[config.mk]
export PLATFORM = sky130hd
export DESIGN_NAME = spi_frame_fsm
export DESIGN_NICKNAME = d
export VERILOG_FILES = /design/src/rtl/spi_pkg.sv /design/src/rtl/shift_reg_sipo_piso.sv /design/src/rtl/spi_frame_fsm.sv
export SDC_FILE = /design/constraint.sdc
export NUM_CORES = 1
export LEC_CHECK = 0
export ABC_AREA = 1
export CAP_MARGIN = 20
export CORE_MARGIN = 1
export CORE_UTILIZATION = 35
export CTS_CLUSTER_SIZE = 25
export DETAILED_ROUTE_END_ITERATION = 6
export GPL_ROUTABILITY_DRIVEN = 0
export PLACE_DENSITY = 0.68
export SLEW_MARGIN = 15
export SYNTH_ARGS = -nofsm -noshare
export SYNTH_HDL_FRONTEND = slang
export SYNTH_SLANG_ARGS = --single-unit
[constraint.sdc]
create_clock -name clk -period 2.1 [get_ports clk]
set_input_delay 0.21 -clock clk [delete_from_list [all_inputs] [get_ports clk]]
set_output_delay 0.21 -clock clk [all_outputs]
set_load 0.005 [all_outputs]
[src/rtl/spi_pkg.sv]
`default_nettype none
// ============================================================================
// Module      : spi_pkg
// Description : Shared widths and frame state encoding for the SPI slave.
// Revision    : 1.0 - initial release
// ============================================================================
package spi_pkg;

    localparam int unsigned c_datawidth = 8;
    localparam int unsigned c_addrwidth = c_datawidth - 1;

    typedef enum logic [2:0] {
        ST_IDLE      = 3'd0,
        ST_GET_CMD   = 3'd1,
        ST_RD_LOAD   = 3'd2,
        ST_RD_SEND   = 3'd3,
        ST_WR_GET    = 3'd4,
        ST_WR_COMMIT = 3'd5,
        ST_DONE      = 3'd6
    } state_t;

endpackage
`default_nettype wire

[src/rtl/shift_reg_sipo_piso.sv]
`default_nettype none
// ============================================================================
// Module      : shift_reg_sipo_piso
// Description : MSB-first shift register with serial-in and parallel-load.
// Revision    : 1.0 - initial release
// ============================================================================
module shift_reg_sipo_piso #(
    parameter int WIDTH = 8
) (
    input  logic             clk,
    input  logic             reset,
    input  logic             load,
    input  logic             adv,
    input  logic             sin,
    input  logic [WIDTH-1:0] din,
    output logic [WIDTH-1:0] q
);

    logic [WIDTH-1:0] r_q;

    // Parallel load takes precedence over a shift in the same cycle.
    always_ff @(posedge clk) begin
        if (reset) begin
            r_q <= '0;
        end else if (load) begin
            r_q <= din;
        end else if (adv) begin
            r_q <= {r_q[WIDTH-2:0], sin};
        end
    end

    assign q = r_q;

endmodule
`default_nettype wire

[src/rtl/spi_frame_fsm.sv]
`default_nettype none
// ============================================================================
// Module      : spi_frame_fsm
// Description : SPI slave frame controller: command decode, register read/write.
// Revision    : 1.0 - initial release
// ============================================================================
module spi_frame_fsm
    import spi_pkg::*;
#(
    parameter int DATAWIDTH = c_datawidth,
    parameter int ADDRWIDTH = c_addrwidth
) (
    input  logic                 clk,
    input  logic                 reset,
    input  logic                 cs_n,
    input  logic                 mosi,
    input  logic                 sclk_rise,
    input  logic                 sclk_fall,
    input  logic [DATAWIDTH-1:0] rdata,
    output logic [ADDRWIDTH-1:0] addr,
    output logic [DATAWIDTH-1:0] wdata,
    output logic                 wr_en,
    output logic                 rd_req,
    output logic                 miso,
    output logic                 miso_oe
);

    localparam int c_cntw = $clog2(DATAWIDTH) + 1;
    localparam logic [c_cntw-1:0] c_cnt_last = c_cntw'(DATAWIDTH - 1);
    localparam logic [c_cntw-1:0] c_cnt_one  = c_cntw'(1);

    state_t                r_state;
    logic [c_cntw-1:0]     r_cnt;
    logic [ADDRWIDTH-1:0]  r_addr;
    logic [DATAWIDTH-1:0]  r_wdata;
    logic                  r_wr_en;
    logic                  r_rd_req;
    logic                  r_rd_phase;
    logic                  r_miso;
    logic                  r_miso_oe;

    logic [DATAWIDTH-1:0]  w_rx_q;
    logic [DATAWIDTH-1:0]  w_tx_q;
    logic                  w_rx_adv;
    logic                  w_tx_load;
    logic                  w_tx_adv;
    logic                  w_fall_only;

    // A fall coinciding with a rise is dropped; the rise is the one acted on.
    assign w_fall_only = sclk_fall & ~sclk_rise;
    assign w_rx_adv    = sclk_rise & ~cs_n &
                         ((r_state == ST_GET_CMD) || (r_state == ST_WR_GET));
    assign w_tx_load   = ~cs_n & (r_state == ST_RD_LOAD) & r_rd_phase;
    assign w_tx_adv    = ~cs_n & (r_state == ST_RD_SEND) & w_fall_only;

    shift_reg_sipo_piso #(.WIDTH(DATAWIDTH)) u_rx (
        .clk   (clk),
        .reset (reset),
        .load  (1'b0),
        .adv   (w_rx_adv),
        .sin   (mosi),
        .din   ('0),
        .q     (w_rx_q)
    );

    shift_reg_sipo_piso #(.WIDTH(DATAWIDTH)) u_tx (
        .clk   (clk),
        .reset (reset),
        .load  (w_tx_load),
        .adv   (w_tx_adv),
        .sin   (1'b0),
        .din   (rdata),
        .q     (w_tx_q)
    );

    always_ff @(posedge clk) begin
        if (reset) begin
            r_state    <= ST_IDLE;
            r_cnt      <= '0;
            r_addr     <= '0;
            r_wdata    <= '0;
            r_wr_en    <= 1'b0;
            r_rd_req   <= 1'b0;
            r_rd_phase <= 1'b0;
            r_miso     <= 1'b0;
            r_miso_oe  <= 1'b0;
        end else begin
            r_wr_en  <= 1'b0;
            r_rd_req <= 1'b0;
            if ((r_state != ST_IDLE) && cs_n) begin
                // Deselect aborts the frame, including a write on its last bit.
                r_state   <= ST_IDLE;
                r_cnt     <= '0;
                r_miso    <= 1'b0;
                r_miso_oe <= 1'b0;
            end else begin
                case (r_state)
                    ST_IDLE: begin
                        if (!cs_n) begin
                            r_state <= ST_GET_CMD;
                            r_cnt   <= '0;
                        end
                    end
                    ST_GET_CMD: begin
                        if (sclk_rise) begin
                            if (r_cnt == c_cnt_last) begin
                                r_addr     <= w_rx_q[ADDRWIDTH-1:0];
                                r_cnt      <= '0;
                                r_rd_phase <= 1'b0;
                                if (mosi) begin
                                    r_state  <= ST_RD_LOAD;
                                    r_rd_req <= 1'b1;
                                end else begin
                                    r_state <= ST_WR_GET;
                                end
                            end else begin
                                r_cnt <= r_cnt + c_cnt_one;
                            end
                        end
                    end
                    ST_RD_LOAD: begin
                        // First cycle issues the request, second captures rdata.
                        if (!r_rd_phase) begin
                            r_rd_phase <= 1'b1;
                        end else begin
                            r_state   <= ST_RD_SEND;
                            r_miso    <= rdata[DATAWIDTH-1];
                            r_miso_oe <= 1'b1;
                        end
                    end
                    ST_RD_SEND: begin
                        if (w_fall_only) begin
                            if (r_cnt == c_cnt_last) begin
                                r_state   <= ST_DONE;
                                r_cnt     <= '0;
                                r_miso    <= 1'b0;
                                r_miso_oe <= 1'b0;
                            end else begin
                                r_cnt  <= r_cnt + c_cnt_one;
                                r_miso <= w_tx_q[DATAWIDTH-2];
                            end
                        end
                    end
                    ST_WR_GET: begin
                        if (sclk_rise) begin
                            if (r_cnt == c_cnt_last) begin
                                r_wdata <= {w_rx_q[DATAWIDTH-2:0], mosi};
                                r_wr_en <= 1'b1;
                                r_cnt   <= '0;
                                r_state <= ST_WR_COMMIT;
                            end else begin
                                r_cnt <= r_cnt + c_cnt_one;
                            end
                        end
                    end
                    ST_WR_COMMIT: r_state <= ST_DONE;
                    ST_DONE:      r_state <= ST_DONE;
                    default:      r_state <= ST_IDLE;
                endcase
            end
        end
    end

    wire w_unused = ^{w_rx_q[DATAWIDTH-1], w_tx_q[DATAWIDTH-1], w_tx_q[DATAWIDTH-3:0]};

    assign addr    = r_addr;
    assign wdata   = r_wdata;
    assign wr_en   = r_wr_en;
    assign rd_req  = r_rd_req;
    assign miso    = r_miso;
    assign miso_oe = r_miso_oe;

endmodule
`default_nettype wire

-- Word level (Yosys, flattened, before mapping)
Cells that the tools add are included.
- flip-flop bits (word level): 41
- input bits: 14
- output and inout bits: 19
- word-level logic and storage cells: 90
- add/subtract/negate cells: 1
- equal/unequal tests: 16
- multiplexer cells: 29
- bitwise logic cells: 13
- reduce and logical (&&, ||, !) cells: 20
- operators with widths (operator ; count):
    3-bit 2-to-1 mux ; 9
    4-bit AND reduction ; 5
    3-bit case mux with 6 select lines ; 1
    4-bit 2-to-1 mux ; 4
    7-bit 2-to-1 mux ; 2
    4-bit case mux with 3 select lines ; 1
    2-bit != test, second input constant ; 5
    3-bit == test, second input constant ; 3
    1-bit 2-to-1 mux ; 9
    2-bit by 1-bit != test with 1-bit output, second input constant ; 4
    8-bit AND reduction ; 1
    1-bit bitwise AND ; 7
    3-bit by 2-bit == test with 1-bit output, second input constant ; 2
    1-bit NOT ; 6
    1-bit case mux with 2 select lines ; 3
    2-bit nonzero test ; 3
    3-bit nonzero test ; 2
    2-bit OR reduction ; 3
    5-bit OR reduction ; 1
    4-bit by 1-bit adder with 4-bit output, second input constant ; 1
    4-bit by 3-bit == test with 1-bit output, second input constant ; 1
    4-bit OR reduction ; 1
    3-bit by 1-bit == test with 1-bit output, second input constant ; 1
    3-bit zero test ; 1
    3 further kinds ; 3

-- Logic depth before layout (Yosys ltp)
- depth after elaboration: 5
- mapped depth: 10
- depth with buffers taken out: 10

-- Modules after synthesis
A second synthesis with hierarchy kept.
- cells, all modules: 329
- area, all modules: 2170.8 µm²
- modules (own cells, without submodules) (module ; times used ; cells each ; area an instance (µm²)):
    spi_frame_fsm ; 1 ; 203 ; 1347.5
    shift_reg_sipo_piso ; 2 ; 63 ; 411.6

-- Least setup slack after synthesis
No wires, ideal clock.
- kind: reg2reg
- start: reg r_cnt[0]
- end: reg r_wdata[7] (netlist: wdata[7])
- library setup time: 0.116 ns
- arrival time: 1.232 ns
- required time: 1.984 ns
- setup slack: 0.752 ns
- cell stages (with the launch flop): 9
- path through: dfxtp_1 > ha_1 > nand2_1 > inv_1 > nand3_2 > nor2_8 > nand2_4 > o21ai_0 > nor2_1
- longest elaborated chain between the ends: 2
- RTL lines (element ; RTL line ; RTL):
    start: declaration ; spi_frame_fsm.sv:33 ; logic [c_cntw-1:0] r_cnt;
    start signal: assignment ; spi_frame_fsm.sv:117 ; r_cnt <= r_cnt + c_cnt_one;
    start signal: assignment ; spi_frame_fsm.sv:139 ; r_cnt <= r_cnt + c_cnt_one;
    start signal: assignment ; spi_frame_fsm.sv:152 ; r_cnt <= r_cnt + c_cnt_one;
    4-bit by 3-bit == test with 1-bit output ; spi_frame_fsm.sv:146 ; if (r_cnt == c_cnt_last) begin
    4-bit AND reduction (no source line) ; n/a ;
    end signal: assignment ; spi_frame_fsm.sv:147 ; r_wdata <= {w_rx_q[DATAWIDTH-2:0], mosi};
    end: declaration ; spi_frame_fsm.sv:35 ; logic [DATAWIDTH-1:0] r_wdata;
Every way passes these cells.
A chain may end at the register's enable or synchronous reset.

-- Worst setup path after layout
- start: reg r_state[1]
- end: reg r_state[1]
- longest elaborated chain between the ends: 3
- RTL lines (element ; RTL line ; RTL):
    start: declaration ; spi_frame_fsm.sv:32 ; state_t r_state;
    start signal: assignment ; spi_frame_fsm.sv:78 ; r_state <= ST_IDLE;
    start signal: assignment ; spi_frame_fsm.sv:92 ; r_state <= ST_IDLE;
    start signal: assignment ; spi_frame_fsm.sv:100 ; r_state <= ST_GET_CMD;
    3-bit by 2-bit == test with 1-bit output (tied with other cells) ; spi_frame_fsm.sv:97 ; case (r_state)
    2-bit by 1-bit != test with 1-bit output (no source line) (tied with other cells) ; n/a ;
    8-bit AND reduction (no source line) (tied with other cells) ; n/a ;
Parallel ways exist; a longest one is shown, timed or not.

==> results by group <==
Run status
  – Outcome: complete, no violations

Global route
  – Met1 usage: 22.05%
  – Initial antenna violation count: 0
  – GR met3 Demand/Resource: 3.657%
  – Largest net degree at the start of global routing: 22
  – GRT Max-Usage Layer: met2
  – First-pass GRT wire length: 7.824 mm
  – Grt ovf: 0
  – GRT Util Overall: 15.74%
  – Met2 usage: 23.68%
  – Vias in the first global route: 1672

Pwr
  – Cell Int Power: around 1.7 mW
  – Peak VDD IR: 0.3993 mV
  – NetSw: 1.125 mW
  – Comb pwr share: 38.9%
  – Leak Pwr: ~1.1 nW
  – Clock power frac: 27.2%
  – Switching Fraction: 39.49%
  – P per Cell Area: around 1100 nW/µm²
  – Sequential share of power: 33.9%

Worst setup path
  – Worst setup path class: flop to flop
  – Worst R2R Path Depth: 9
  – Kind of start point of the critical path: flop
  – CP Capture Type: flop
  – CP arrival: 1.85 ns
  – R2r setup slk: 0.45 ns
  – CP Max Fanout: 10
  – Crit path required time: 2.30 ns

Yosys
  – Post-synthesis mux area share: 0%
  – Synth top area share: between 30% and 40%
  – Synth Instances: 284
  – Synth top area cells: dfxtp_1, nand2_1, a21oi_1, nand3_1, nor2_1
  – Simple-Gate Fraction of Synth Area: 37.66%
  – Post-Synth Adder-Cell Area: 0.5959%
  – Syn nets: between 200 and 300
  – Largest family of logic cells by synthesized area: simple AND/OR/NAND/NOR gates
  – Compound-gate portion of the synthesized area: 14.30%
  – XOR/XNOR share of the synthesized area: 0.4172%
  – Post-synth top area cell: dfxtp_1
  – Seq/Total Area, Yosys: 39.09%
  – Synthesized area per cell: 7.393 µm²
  – Synthesized cell area: 2100 µm²
  – #FFs+latches synth: 41
  – YS warnings: 0
  – Yosys cell types: 32

Place
  – # port buffers: 32
  – DPL Wire Length: 3.430 mm
  – Post-DP Area: 2491 µm²

Cells and area
  – Layout area overhead: 25.21%
  – Final net count: ~340
  – Post-route cell area: roughly 2600 µm²
  – N_diodes: 0
  – Fraction of layout cells with a size suffix above 1: 14.60%

Clocking
  – Max clock buf depth: 2
  – Num CTS Buffers: 5
  – Clk root buf: clkbuf_8
  – CTS tree: built
  – H-tree depth: 2
  – Cts hold-fix bufs: 0
  – Worst-Skew Late Latency: 0.29 ns
  – Post-CTS Resized: 0
  – CTS Sinks: 41
  – Clock input transition at the sequential cells of the worst setup and hold paths: around 0.090 ns
  – Post-CTS Setup Bufs: 0

Floorplanning
  – Die Area: roughly 6300 µm²
  – Row Count: 27
  – Total core area: 5642 µm²
  – Die extent in y: 79.45 µm
  – Initial core utilization: 37.21%
  – Die width: between 70 and 80 µm
  – I/O pin cnt: 33

Route
  – Iter 0 DRT Violations: ~90
  – Final wirelength: 4.643 mm
  – WL/cell: 11.78 µm
  – Pre-antenna DRT Iters: 4
  – Drt via density: between 4 and 5
  – Via count: 1878
  – DRT antenna net count: 0
  – Residual DRC: 0

STA
  – Worst slew margin: 61.47%
  – Final-report hold violation count: 0
  – Clock skew: 0.007944 ns
  – FMAX: 605.3 MHz
  – Setup TNS: 0 ns
  – Slew @ Worst Pin: 0.5772 ns
  – Final min period: 1.652 ns
  – RSZ-0062 raised after global routing: false
  – Period utilisation layout: 78.67%
  – Final Setup Violations: 0
  – Final max-slew violation count: 0

Min path
  – Hold path depth: 2
  – HP Class: flop to flop

Job
  – Max Cap Viol: 0
-- per-stage QoR --
step | util (%) | worst slack [ns] | total power, mW | hold WS [ns] | instances
floorplan | - | 0.7522 | 1.891 | 0.2881 | 284
global placement | 44.16 | 0.3457 | 2.082 | 0.4499 | 386
detailed placement | 44.16 | 0.3211 | 2.101 | 0.4529 | 386
CTS | 46.60 | 0.4494 | 2.874 | 0.4653 | 394
global route | 46.60 | 0.2689 | 3.056 | 0.4999 | 394
finish | 46.60 | 0.4480 | 2.850 | 0.4617 | 394
-- metal layers --
metal / routed length [µm] / vias up
li1: - / 1008
met1: 2301 / 832
met2: 2123 / 32
met3: 160 / 6
met4: 58 / 0
met5: 0 / -
-- synthesized netlist by cell type, drive strengths merged --
cell,number
nand3,37
xor2,1
nand2,65
nor2,42
ha,1
o21ai,19
inv,28
dfxtp,41
clkbuf,3
nor3,1
buf,4
o21a,1
o21bai,1
a21oi,35
or2,1
nand3b,1
and3,1
nand4,1
nor4,1
-- kinds of logic (layout without fill, tap and decap cells) --
family,Yosys count,after routing
AND/OR/NAND/NOR,150,150
AO/OA/AOI/OAI,56,56
flip-flops,41,41
buffers and inverters,35,73
adder cells (fa/ha/maj),1,1
XOR/XNOR,1,1
-- final timing paths --
path	from	endpoint
setup / recovery	r_state[1]	r_state[1]
hold / removal	u_tx.q[0]	u_tx.q[0]
hold reg to reg	u_tx.q[0]	u_tx.q[0]
setup reg to reg	r_state[1]	r_state[1]
-- sequential cells by signal, indices dropped and copies added, names as in the netlist --
register,count
wdata,8
miso_oe,1
u_tx.q,7
wr_en,1
r_cnt,4
r_state,3
addr,7
r_rd_phase,1
u_rx.q,7
rd_req,1
miso,1
-- power groups by stage --
stage | sequential, mW | combinational (mW) | clock, mW
after floorplan | 0.902 | 0.989 | 0
after global placement | 0.984 | 1.10 | 0
after detailed placement | 0.986 | 1.11 | 0
after CTS | 0.968 | 1.12 | 0.788
after global routing | 0.982 | 1.25 | 0.823
final | 0.967 | 1.11 | 0.774
-- critical path, stage by stage, from the launching register on --
cell and delay, ns:
dfxtp_1 0.60, inv_1 0.21, nand3_4 0.18, nand2_8 0.10
nand2_2 0.09, nand2_2 0.05, nor2_2 0.15, nand2_1 0.08
nand2_1 0.06, nor2_1 0.03
-- final cells by class --
| type | count | area [µm²] |
|---|---|---|
| clock buffer | 5 | 68.82 |
| clock inverter | 3 | 68.82 |
| fill | 568 | 3013 |
| inverter | 28 | 110.1 |
| multi-input combinational | 208 | 1112 |
| sequential | 41 | 820.8 |
| tap | 72 | 90.09 |
| timing repair buffer | 37 | 357.8 |
-- cells in the final DEF (no fill, tap or decap), types with 2 or more instances in the layout --
cell             Yosys  routed
inv_2                6       6
nand3_2              4       4
nand2_2              4       4
clkdlybuf4s50_1      0      32
clkbuf_8             0       5
dfxtp_1             41      41
buf_4                0       5
nand2_4              4       4
o21ai_0             10      10
nand3_4              2       2
o21ai_1              8       8
nor2_4               3       3
bufinv_16            0       2
nand2_1             56      56
nor2_1              33      33
nor2_2               4       4
nor2_8               2       2
inv_1               20      20
a21oi_1             34      34
inv_4                2       2
nand3_1             31      31
Power figures use the tool's default switching activity.
